**src/rtl/mic1_microsequencer.sv**
```systemverilog
// Mic-1 microprogram sequencer: LOAD/EXEC/MEM/HALT control around an external control store.
// Optional single-step gating of LOAD is enabled by defining MIC1_SINGLE_STEP_EN.
module mic1_microsequencer #(
  parameter int unsigned       ADDR_W     = 9,
  parameter int unsigned       CS_W       = 36,
  parameter logic [ADDR_W-1:0] START_ADDR = 9'h000,
  parameter logic [ADDR_W-1:0] HALT_ADDR  = 9'h1FF
) (
  input  logic              clk,
  input  logic              rst,
`ifdef MIC1_SINGLE_STEP_EN
  input  logic              step,
`endif
  output logic [ADDR_W-1:0] cs_addr,
  input  logic [CS_W-1:0]   cs_data,
  input  logic              n,
  input  logic              z,
  input  logic [7:0]        mbr,
  output logic [5:0]        alu_opcode,
  output logic [1:0]        shifter_opcode,
  output logic [3:0]        b_sel,
  output logic [8:0]        c_en,
  output logic              mem_req,
  output logic [2:0]        mem_op,
  input  logic              mem_ack,
  output logic              n_flag,
  output logic              z_flag,
  output logic [ADDR_W-1:0] mpc,
  output logic              halted
);

  localparam logic [1:0] S_LOAD = 2'd0;
  localparam logic [1:0] S_EXEC = 2'd1;
  localparam logic [1:0] S_MEM  = 2'd2;
  localparam logic [1:0] S_HALT = 2'd3;

  localparam logic [5:0] ALU_IDLE = 6'b010000;

  logic [1:0]        state_q, state_d;
  logic [ADDR_W-1:0] mpc_q, mpc_d;
  logic [CS_W-1:0]   mir_q, mir_d;
  logic              n_flag_q, n_flag_d;
  logic              z_flag_q, z_flag_d;
  logic              load_go;

  logic [8:0] f_next;
  logic [2:0] f_jam;
  logic [2:0] f_mem;
  logic       halt_cond;

  // JAM = {JMPC, JAMN, JAMZ}; high bit ORs in N/Z, low byte ORs in MBR.
  function automatic logic [8:0] next_addr(input logic [8:0] na, input logic [2:0] jam,
                                           input logic nn, input logic zz,
                                           input logic [7:0] m);
    logic [8:0] r;
    r[8]   = na[8] | (jam[1] & nn) | (jam[0] & zz);
    r[7:0] = na[7:0] | (jam[2] ? m : 8'h00);
    return r;
  endfunction

`ifdef MIC1_SINGLE_STEP_EN
  assign load_go = step;
`else
  assign load_go = 1'b1;
`endif

  assign f_next    = mir_q[35:27];
  assign f_jam     = mir_q[26:24];
  assign f_mem     = mir_q[6:4];
  assign halt_cond = (f_next == HALT_ADDR) && (f_jam == 3'b000);

  assign cs_addr = mpc_q;
  assign mpc     = mpc_q;
  assign n_flag  = n_flag_q;
  assign z_flag  = z_flag_q;

  always_comb begin
    state_d        = state_q;
    mpc_d          = mpc_q;
    mir_d          = mir_q;
    n_flag_d       = n_flag_q;
    z_flag_d       = z_flag_q;
    alu_opcode     = ALU_IDLE;
    shifter_opcode = 2'b00;
    b_sel          = 4'h0;
    c_en           = 9'h000;
    mem_req        = 1'b0;
    mem_op         = 3'b000;
    halted         = 1'b0;
    case (state_q)
      S_LOAD: begin
        if (load_go) begin
          mir_d   = cs_data;
          state_d = S_EXEC;
        end
      end
      S_EXEC: begin
        alu_opcode     = mir_q[21:16];
        shifter_opcode = mir_q[23:22];
        b_sel          = mir_q[3:0];
        c_en           = mir_q[15:7];
        n_flag_d       = n;
        z_flag_d       = z;
        if (f_mem != 3'b000) begin
          mem_req = 1'b1;
          mem_op  = f_mem;
          // A same-cycle ack completes the access without visiting MEM.
          if (mem_ack) begin
            mpc_d   = ADDR_W'(next_addr(f_next, f_jam, n, z, mbr));
            state_d = halt_cond ? S_HALT : S_LOAD;
          end else begin
            state_d = S_MEM;
          end
        end else if (halt_cond) begin
          state_d = S_HALT;
        end else begin
          mpc_d   = ADDR_W'(next_addr(f_next, f_jam, n, z, mbr));
          state_d = S_LOAD;
        end
      end
      S_MEM: begin
        mem_req = 1'b1;
        mem_op  = f_mem;
        // Branch resolves against the flags captured during EXEC.
        if (mem_ack) begin
          mpc_d   = ADDR_W'(next_addr(f_next, f_jam, n_flag_q, z_flag_q, mbr));
          state_d = halt_cond ? S_HALT : S_LOAD;
        end
      end
      S_HALT: halted = 1'b1;
      default: state_d = S_LOAD;
    endcase
  end

  always_ff @(posedge clk or posedge rst) begin
    if (rst) begin
      state_q  <= S_LOAD;
      mpc_q    <= START_ADDR;
      mir_q    <= '0;
      n_flag_q <= 1'b0;
      z_flag_q <= 1'b0;
    end else begin
      state_q  <= state_d;
      mpc_q    <= mpc_d;
      mir_q    <= mir_d;
      n_flag_q <= n_flag_d;
      z_flag_q <= z_flag_d;
    end
  end

endmodule

```
**config.mk**
```make
export PLATFORM = sky130hd
export DESIGN_NAME = mic1_microsequencer
export DESIGN_NICKNAME = d
export VERILOG_FILES = /design/src/rtl/mic1_microsequencer.sv
export SDC_FILE = /design/constraint.sdc
export NUM_CORES = 1
export LEC_CHECK = 0
export BUFFER_PORTS_ARGS = -buffer_cell sky130_fd_sc_hd__clkbuf_2
export CAP_MARGIN = 20
export CORE_AREA = 2 2 105 82
export CTS_BUF_LIST = sky130_fd_sc_hd__clkbuf_4 sky130_fd_sc_hd__clkbuf_8 sky130_fd_sc_hd__clkbuf_16
export DETAILED_ROUTE_END_ITERATION = 10
export DIE_AREA = 0 0 107 84
export PLACE_DENSITY_LB_ADDON = 0.25
export SYNTH_ARGS = -nofsm -noshare
export SYNTH_HDL_FRONTEND = slang
export SYNTH_SLANG_ARGS = --single-unit
```
**constraint.sdc**
```tcl
create_clock -name clk -period 4.7 [get_ports clk]
set_clock_uncertainty 0.05 [all_clocks]
set_input_delay 0.94 -clock clk [delete_from_list [all_inputs] [get_ports clk]]
set_output_delay 0.94 -clock clk [all_outputs]
set_load 0.1 [all_outputs]
```
* Word level (Yosys, flattened, before mapping)
Cells that the tools add are included.
Operators by class: equal/unequal tests 7, multiplexer cells 20, bitwise gates (word level) 9, reduce and logical (&&, ||, !) cells 8
Operator list (number):
- $mux W9 | 5
- $pmux W9 S2 | 1
- $mux W2 | 5
- $eq A9 B9 Y1 const B | 1
- $mux W8 | 1
- $or A8 B8 Y8 | 1
- $mux W6 | 1
- $ne A3 B3 Y1 const B | 2
- $pmux W2 S3 | 1
- $pmux W3 S2 | 1
- $reduce_bool A3 Y1 | 2
- $and A1 B1 Y1 | 4
- $eq A2 B2 Y1 const B | 2
- $mux W4 | 1
- $or A1 B1 Y1 | 4
- $reduce_and A4 Y1 | 1
- $logic_not A3 Y1 | 1
- $mux W3 | 1
- $eq A2 B1 Y1 const B | 1
- $logic_not A2 Y1 | 1
- $mux W1 | 2
- $ne A2 B2 Y1 const B | 1
- $pmux W1 S2 | 1
- $reduce_and A2 Y1 | 1
- 2 further kinds | 2
Storage, ports and cells: flip-flop bits (word level) 49, input bits 49, output and inout port bits 46, logic and storage cells 49

* Longest topological paths before layout
Gate-level depths: netlist of the first run.
depth after elaboration 6, mapped depth 7, depth with buffers taken out 6

* Worst setup path after synthesis of the first run
OpenSTA, ideal clock, no wires.
kind register to output, start reg state_q[1], end out alu_opcode[0], arrival time 1764 ps, required time 3710 ps, slack 1946 ps, cell stages (with the launch flop) 6, buffers on the path 2, cells stage by stage dfrtp_1 inv_1 ha_1 buf_2 clkbuf_1 and2_1
Between the ends: word-level cells in the longest chain between the ends 2
Ends and longest elaborated chain:
- from (decl) | RTL line 39 | logic [1:0] state_q, state_d;
- from (signal assigned) | RTL line 143 | state_q <= state_d;
- $eq A2 B1 Y1 | RTL line 90 | case (state_q)
- $mux W6 | RTL line 90
- to (decl) | RTL line 19 | output logic [5:0] alu_opcode,
Every way passes these cells.

* Worst setup path in the final report of the first run
start reg state_q[1], end out mem_op[2]
Between the ends: word-level cells in the longest chain between the ends 2, elaborated cells between the ends (all ways) 3, those cells by class eq/ne: 2; mux: 1
Ends and longest elaborated chain:
- $eq A2 B2 Y1 / $eq A2 B1 Y1 (equally long branches) | RTL line 90
- $pmux W3 S2 (*) | RTL line 90
- to (decl) | RTL line 24 | output logic [2:0] mem_op,
Every way passes the cells marked *; elsewhere a longest branch is shown, timed or not.

==> results of run 1 <==
==> logic make-up (layout without fill, tap and decap cells) <==
| family | count (synthesis) | after routing | synth area share, % |
|---|---|---|---|
| adder cells (fa/ha/maj) | 5 | 5 | 2.678 |
| multiplexers | 47 | 47 | 22.17 |
| buffers and inverters | 31 | 115 | 7.338 |
| AO/OA/AOI/OAI | 20 | 20 | 4.981 |
| flip-flops | 49 | 49 | 52.49 |
| AND/OR/NAND/NOR | 35 | 35 | 10.34 |
==> worst register-to-register path, delay by kind of cell (launching register included) <==
kind | cells | cell delay (ns)
adder cells (fa/ha/maj) | 1 | 0.70
flip-flops | 1 | 0.43
buffers and inverters | 2 | 0.36
AO/OA/AOI/OAI | 2 | 0.36
multiplexers | 1 | 0.21
==> synthesized netlist by cell type, types with 2 or more instances <==
| master | number |
|---|---|
| mux2i_1 | 9 |
| o22ai_1 | 2 |
| buf_2 | 5 |
| dfrtp_1 | 49 |
| clkbuf_1 | 2 |
| buf_4 | 9 |
| a21oi_1 | 11 |
| and2_1 | 23 |
| mux2_2 | 38 |
| inv_1 | 13 |
| o21a_1 | 2 |
| a31oi_1 | 2 |
| buf_6 | 2 |
| ha_1 | 5 |
| nor2_1 | 3 |
==> per-layer routing <==
layer	GRT usage, %	share of wire (%)	routed length, um
met1	14.40	45	2218
met2	17.43	44	2192
met3	5.074	9.8	487
met4	3.188	1.1	56
met5	0	0	0
==> registers in the layout, summed over array words and instances (netlist names) <==
| signal | flops |
|---|---|
| mir_q | 36 |
| state_q | 2 |
| n_flag | 1 |
| z_flag | 1 |
| cs_addr | 9 |
==> final cells by class <==
cell class / count / area, sq um / area share (%)
repair buffers: 96 / 498.0 / 17.04
multi-input cells: 107 / 940.9 / 32.19
clock inverters: 1 / 5.005 / 0.1712
flip-flops and latches: 49 / 1226 / 41.95
clock buffers: 5 / 68.82 / 2.354
well taps: 108 / 135.1 / 4.623
inverters: 13 / 48.80 / 1.670
==> per-stage QoR <==
step | instance area (sq um) | cells | utilization [%] | hold WS [ns]
floorplan | 2336 | 187 | - | 0.4216
global placement | 2829 | 372 | 34.96 | 0.4322
detailed placement | 2829 | 372 | 34.96 | 0.4377
CTS | 2903 | 378 | 35.87 | 0.4585
global route | 2923 | 379 | 36.12 | 0.4670
finish | 2923 | 379 | 36.12 | 0.4533
==> path summary, 6_finish.rpt <==
| check | endpoint | slack, ns | depth (start not counted) |
|---|---|---|---|
| hold / removal | mir_q[20]$_DFFE_PP0N_ | 0.45 | 1 |
| min in group asynchronous | mir_q[23]$_DFFE_PP0N_ | 0.62 | 2 |
| setup reg to reg | cs_addr[7]$_DFFE_PP0P_ | 2.53 | 6 |
| max in group asynchronous | mir_q[24]$_DFFE_PP0N_ | 3.46 | 3 |
| setup / recovery | mem_op[2] | 1.28 | 5 |
| hold reg to reg | mir_q[20]$_DFFE_PP0N_ | 0.45 | 1 |
==> results.toml, run 1 <==
[routing]
wirelength_um = 4955
ant_nets = 0
drc_errors = 0
vias = 1636
avgRoutedWirePerCell_um = 13.07
dr.pass1.iters = 4
drt-initial-drc-count = 25
vias_per_cell = 4.317

[sta]
tightest_slew_ns = 0.8996
fin_crit_sh_pct = 72.75
setup_viol_count_final = 0
grt_setup_unrepaired = "false"
slew_headroom_pct = 40.03
period_needed_ns = 3.419
clock.fmax_ghz = 0.2925
tns_ns = 0
hold_violations = 0
maxSlewViolCount = 0
layout_setup_ws_ns = 1.281

[critical_path]
critPathSlowestCell = "ha_1"
reg2reg_from = "state_q[1]$_DFFE_PP0P_"
cp-end-kind = "output port"
crit_fanout = 28
worstPathRequired_ns = 3.71
cp-start-kind = "register"
critPathMaxStageDelay_ns = 0.70
cp-startpoint = "state_q[1]$_DFFE_PP0P_"
path_buf_inv = 2
critical_path_class = "reg -> out"
crit_chain = "inv_1, ha_1, o21a_1, and2_1, clkbuf_2"
cp.arrival_ns = 2.43
crit_family = "adder cells"

[floorplanning]
fp.dieArea_sq_um = 8988
die_h_um = 84
start_util_pct = 28.87
io_pins = 95
fp-row-count = 29
core-area_sq_um = 8092
die_w_um = 107

[clock_tree]
ctsRootBufferMaster = "clkbuf_8"
postCtsResizedCells = 0
cts_tree = "built"
clk_pin_slew_ns = 0.09
clock_sinks = 49
postCtsSetupBuffers = 0
cts_buffers = 5
clock_latency_ns = 0.30
cts.htree.levels = 2
hold_buffers = 0
clock_path_buffers = 2

[yosys]
yosysSeqAreaShare_pct = 52.49
synthesis.area_sq_um = 2336
async_flop_share_pct = 100.0
synth.area.top_cells = "dfrtp_1 52%, mux2_2 18%, and2_1 6.2%, mux2i_1 3.9%, buf_4 2.9%"
synth_warnings = 0
yosysTopAreaCellShare_pct = 52.49
synth_edf_count = 0
synth-seq-cells = 49
syn-num-nets = 241
syn_inst = 187
synth_area_per_cell_sq_um = 12.49
yosys.area.top_type = "dfrtp_1"
ys.flop_type = "dfrtp_1"
synth_cell_types = 27

[global_route]
antenna_found_initial = 0
track_usage_pct = 11.33
grt_overflow_total = 0
first_global_vias = 1683
grt_pass1_wl_um = 7935
grt_max_degree = 50

[run_status]
status = "finished, final reports clean"

[finish]
final_cell_mix = "94 x clkbuf_2, 49 x dfrtp_1, 38 x mux2_2, 23 x and2_1, 12 x inv_1"
nets = 326
drive_gt1_share_pct = 53.51
areaGrowthSynthToFinish_pct = 25.12
antenna_cells = 0
fillerInstances = 829
final_common_cell = "clkbuf_2"

[worst_hold_path]
worstHoldStart = "mir_q[20]$_DFFE_PP0N_"
min_path_type = "reg -> reg"

[placement]
port_buffers = 94
dp.final_hpwl_um = 3530
pre_cts_ws_ns = 1.581
place.gp.congestion = 0.7047

[flow_run]
drv_cap = 0
Power of run 1 is not shown: default switching activity piles up to over one toggle a cycle in this logic, so the estimate is an artifact.
==> run 2, diff against run 1 <==
clock period = 2.8 ns   (was 4.7 ns; I/O delays follow)
==> run 2 against run 1 <==
Net effect:
- worst setup slack got worse by 0.97 ns
- critical path depth did not move
- wire length rose by 2.2%
- hold slack got worse by 0.22 ns
- non-clock buffer count rose by 2
- core utilization rose by 2.1 points
- largest cell class unchanged
- global-route usage rose by 0.35 points
- design area rose by 5.7%
- sequential share of layout area fell by 2.3 points
- register-to-register slack got worse by 1.6 ns
==> results.toml, run 2 (same netlist as run 1, synthesis figures left out) <==
[clock_tree]
cts.htree.levels = 2
clk_pin_slew_ns = 0.09
clock_sinks = 49
clock_path_buffers = 2
postCtsResizedCells = 0
postCtsSetupBuffers = 0
clock_latency_ns = 0.29
hold_buffers = 0
cts_tree = "built"
ctsRootBufferMaster = "clkbuf_8"
cts_buffers = 5

[critical_path]
cp-start-kind = "register"
path_buf_inv = 3
crit_family = "buffers and inverters"
cpMostUsedCell = "buf_4"
worstPathRequired_ns = 2.19
critPathMaxStageDelay_ns = 0.43
cp-end-kind = "output port"
critPathSlowestCell = "dfrtp_1"
cp.arrival_ns = 1.88
crit_fanout = 22
critical_path_class = "reg -> out"
crit_chain = "inv_1, ha_1, buf_4, and2_1, buf_4"

[sta]
hold_violations = 0
tns_ns = 0
grt_setup_unrepaired = "false"
period_needed_ns = 2.486
fin_crit_sh_pct = 88.78
setup_viol_count_final = 0
clock.fmax_ghz = 0.4023
maxSlewViolCount = 0
slew_headroom_pct = 62.51
tightest_slew_ns = 0.5648

[routing]
drc_errors = 0
dr.pass1.iters = 4
vias = 1663
vias_per_cell = 4.353
wirelength_um = 5063
drt-initial-drc-count = 27
ant_nets = 0
avgRoutedWirePerCell_um = 13.25

[placement]
place.gp.congestion = 0.7542
port_buffers = 94
dp.final_hpwl_um = 3772

[floorplanning]
die_h_um = 84
io_pins = 95
start_util_pct = 28.87
fp.dieArea_sq_um = 8988
die_w_um = 107
core-area_sq_um = 8092
fp-row-count = 29

[finish]
largest_register_ffs = 36
areaGrowthSynthToFinish_pct = 32.30
regMostFlops = "mir_q"
final_cell_mix = "70 x clkbuf_2, 49 x dfrtp_1, 38 x mux2_2, 23 x and2_1, 22 x buf_4"
drive_gt1_share_pct = 54.01
antenna_cells = 0
nets = 328
final_common_cell = "clkbuf_2"

[global_route]
track_usage_pct = 11.68
grt_overflow_total = 0
first_global_vias = 1677
antenna_found_initial = 0
grt_pass1_wl_um = 8300
grt_max_degree = 27

[run_status]
status = "finished, final reports clean"

[flow_run]
drv_cap = 0

[worst_hold_path]
min_path_type = "in -> async"
[run 2: cell types whose count changed in the layout (fill, tap and decap cells not counted), sizes merged]
cell	delta
clkbuf	-24
bufinv	+1
buf	+26
[run 2: layout make-up]
class / instances / area [sq um]
Timing Repair Buffer: 98 / 635.6
Fill cell: 814 / 5001
Sequential cell: 49 / 1226
Tap cell: 108 / 135.1
Multi-Input combinational cell: 107 / 940.9
Inverter: 13 / 48.80
Clock inverter: 2 / 35.03
Clock buffer: 5 / 68.82
[run 2: path summary, 6_finish.rpt]
kind,from,end,slack [ns],depth (start not counted)
worst max-delay path,state_q[1]$_DFFE_PP0P_,alu_opcode[5],0.31,5
worst min-delay path,rst,mir_q[16]$_DFFE_PP0N_,0.23,2
worst max register to register,state_q[0]$_DFFE_PP0P_,cs_addr[4]$_DFFE_PP0P_,0.93,7
worst min register to register,mir_q[14]$_DFFE_PP0N_,mir_q[14]$_DFFE_PP0N_,0.45,1
max in group asynchronous,rst,mir_q[0]$_DFFE_PP0N_,1.72,3
min in group clk,cs_data[33],mir_q[33]$_DFFE_PP0N_,0.44,2
[run 2: layer usage]
metal	track usage [%]	wire, um
met1	16.22	2471
met2	17.66	2184
met3	3.981	392
met4	2.479	15
met5	0	0
[run 2: through the flow]
stage          instances  hold WS [ns]  cell area [sq um]  worst slack (ns)  utilization, %
6_report             382        0.2324               3090            0.3141           38.19
5_1_grt              382        0.2617               3090            0.1847           38.19
4_1_cts              382        0.2430               3090            0.2986           38.19
3_5_place_dp         375        0.4376               2987            0.6517           36.91
3_3_place_gp         375        0.4326               2987            0.6588           36.91
2_1_floorplan        187        0.4216               2336            0.4264               -
[run 2: worst register-to-register path: stages (launching register included)]
cell and delay (ns):
dfrtp_1 0.43, inv_1 0.10, ha_1 0.30, nor4_2 0.19
o22ai_1 0.10, a31oi_1 0.18, buf_4 0.25, mux2i_1 0.21
Power of run 2 is left out for the same reason.
==> run 3, diff against run 2 <==
clock period = 2.08 ns   (was 2.8 ns; I/O delays follow)
==> run 3 against run 2 <==
Net effect:
- clock-buffer cell count did not move
- critical path depth did not move
- final cell count rose by 3.1%
- register-to-register slack lost 0.77 ns
- wire length grew 5.4%
- global-route usage up 0.73 points
- highest routed layer unchanged
- critical endpoint is now mem_req
- via count is 0.78% higher
- sequential share of layout area shrank 4.7 points
==> results.toml, run 3 (same netlist as run 1, synthesis figures left out) <==
[run_status]
status = "finished, final reports clean"

[critical_path]
crit_fanout = 5
cp.arrival_ns = 1.61
crit_chain = "buf_4, ha_4, o21a_4, and2b_2, buf_12"
critPathSlowestCell = "dfrtp_1"
worstPathRequired_ns = 1.61
crit_family = "flip-flops"
cp-end-kind = "output port"
critPathMaxStageDelay_ns = 0.42
path_buf_inv = 2
critical_path_class = "reg -> out"
cp-start-kind = "register"

[finish]
nets = 340
antenna_cells = 0
final_common_cell = "clkbuf_2"
areaGrowthSynthToFinish_pct = 50.19
final_util_pct = 43.36
fin_cells = 394
final_cell_mix = "69 x clkbuf_2, 49 x dfrtp_1, 38 x mux2_2, 25 x buf_12, 21 x and2_2"
regMostFlops = "mir_q"
fillerInstances = 789
drive_gt1_share_pct = 66.08
largest_register_ffs = 36

[placement]
place.gp.congestion = 0.8233
dp.final_hpwl_um = 4103
dp_cells = 379
port_buffers = 94

[global_route]
grt_pass1_wl_um = 8590
antenna_found_initial = 0
track_usage_pct = 12.41
grt_max_degree = 26
first_global_vias = 1788
grt_overflow_total = 0

[sta]
grt_setup_unrepaired = "true"
clock.fmax_ghz = 0.4821
fin_crit_sh_pct = 99.73
tightest_slew_ns = 0.5608
slew_headroom_pct = 62.77
setup_viol_count_final = 0
period_needed_ns = 2.074
hold_violations = 0
maxSlewViolCount = 0

[clock_tree]
cts.htree.levels = 2
cts_tree = "built"
hold_buffers = 0
clock_path_buffers = 2
clock_sinks = 49
clock_latency_ns = 0.30
cts_buffers = 5
clk_pin_slew_ns = 0.09
ctsRootBufferMaster = "clkbuf_8"

[routing]
drt-initial-drc-count = 39
ant_nets = 0
drc_errors = 0
vias = 1676
avgRoutedWirePerCell_um = 13.54
wirelength_um = 5335
dr.pass1.iters = 2
vias_per_cell = 4.254

[worst_hold_path]
min_path_type = "in -> async"

[floorplanning]
io_pins = 95
die_w_um = 107
fp.dieArea_sq_um = 8988
core-area_sq_um = 8092
die_h_um = 84
start_util_pct = 28.87
fp-row-count = 29

[flow_run]
drv_cap = 0
-- run 3: cell types whose count changed in the layout (fill, tap and decap cells not counted), sizes merged --
cell,previous run,this run
buf,28,41
clkbuf,75,74
-- run 3: layout make-up --
cell class	count	area [sq um]	share of cell area, %
repair buffers	110	969.7	27.64
inverters	13	48.80	1.391
multi-input cells	107	1025	29.21
clock inverters	2	35.03	0.9986
clock buffers	5	68.82	1.961
well taps	108	135.1	3.852
flip-flops and latches	49	1226	34.95
-- run 3: timing repair --
| item | CTS | global route |
|---|---|---|
| setup buffers | 7 | 1 |
| endpoints found under the setup margin | 25 | 33 |
| resized for setup | 12 | 0 |
| pin swaps | 2 | 1 |
-- run 3: through the flow --
stage / setup WS (ns) / setup TNS (ns) / hold WS (ns) / cell area [sq um]
2_1_floorplan: 0.1322 / 0 / 0.4216 / 2366
3_3_place_gp: 0.2660 / 0 / 0.4266 / 3287
3_5_place_dp: 0.2172 / 0 / 0.4225 / 3287
4_1_cts: -0.006227 / -0.007913 / 0.08931 / 3501
5_1_grt: -0.04835 / -0.6264 / 0.1137 / 3508
6_report: 0.005641 / 0 / 0.07910 / 3508
-- run 3: routing by layer --
| layer | vias up | share of wire, % | track usage (%) |
|---|---|---|---|
| met1 | 788 | 43 | 14.81 |
| met2 | 63 | 44 | 19.22 |
| met5 | - | 0 | 0 |
| met4 | 0 | 0.84 | 3.542 |
| li1 | 820 | - | - |
| met3 | 5 | 12 | 6.870 |
-- run 3: worst paths after layout --
path / cells after the start / slack [ns] / endpoint / from
min in group clk: 2 / 0.29 / mir_q[34]$_DFFE_PP0N_ / cs_data[34]
worst min-delay path: 2 / 0.08 / mir_q[2]$_DFFE_PP0N_ / rst
worst max-delay path: 5 / 0.006 / mem_req / state_q[0]$_DFFE_PP0P_
worst max register to register: 10 / 0.16 / cs_addr[8]$_DFFE_PP0P_ / state_q[0]$_DFFE_PP0P_
max in group asynchronous: 3 / 1.26 / n_flag$_DFFE_PP0N_ / rst
worst min register to register: 1 / 0.45 / mir_q[22]$_DFFE_PP0N_ / mir_q[22]$_DFFE_PP0N_
Power of run 3 is left out for the same reason.
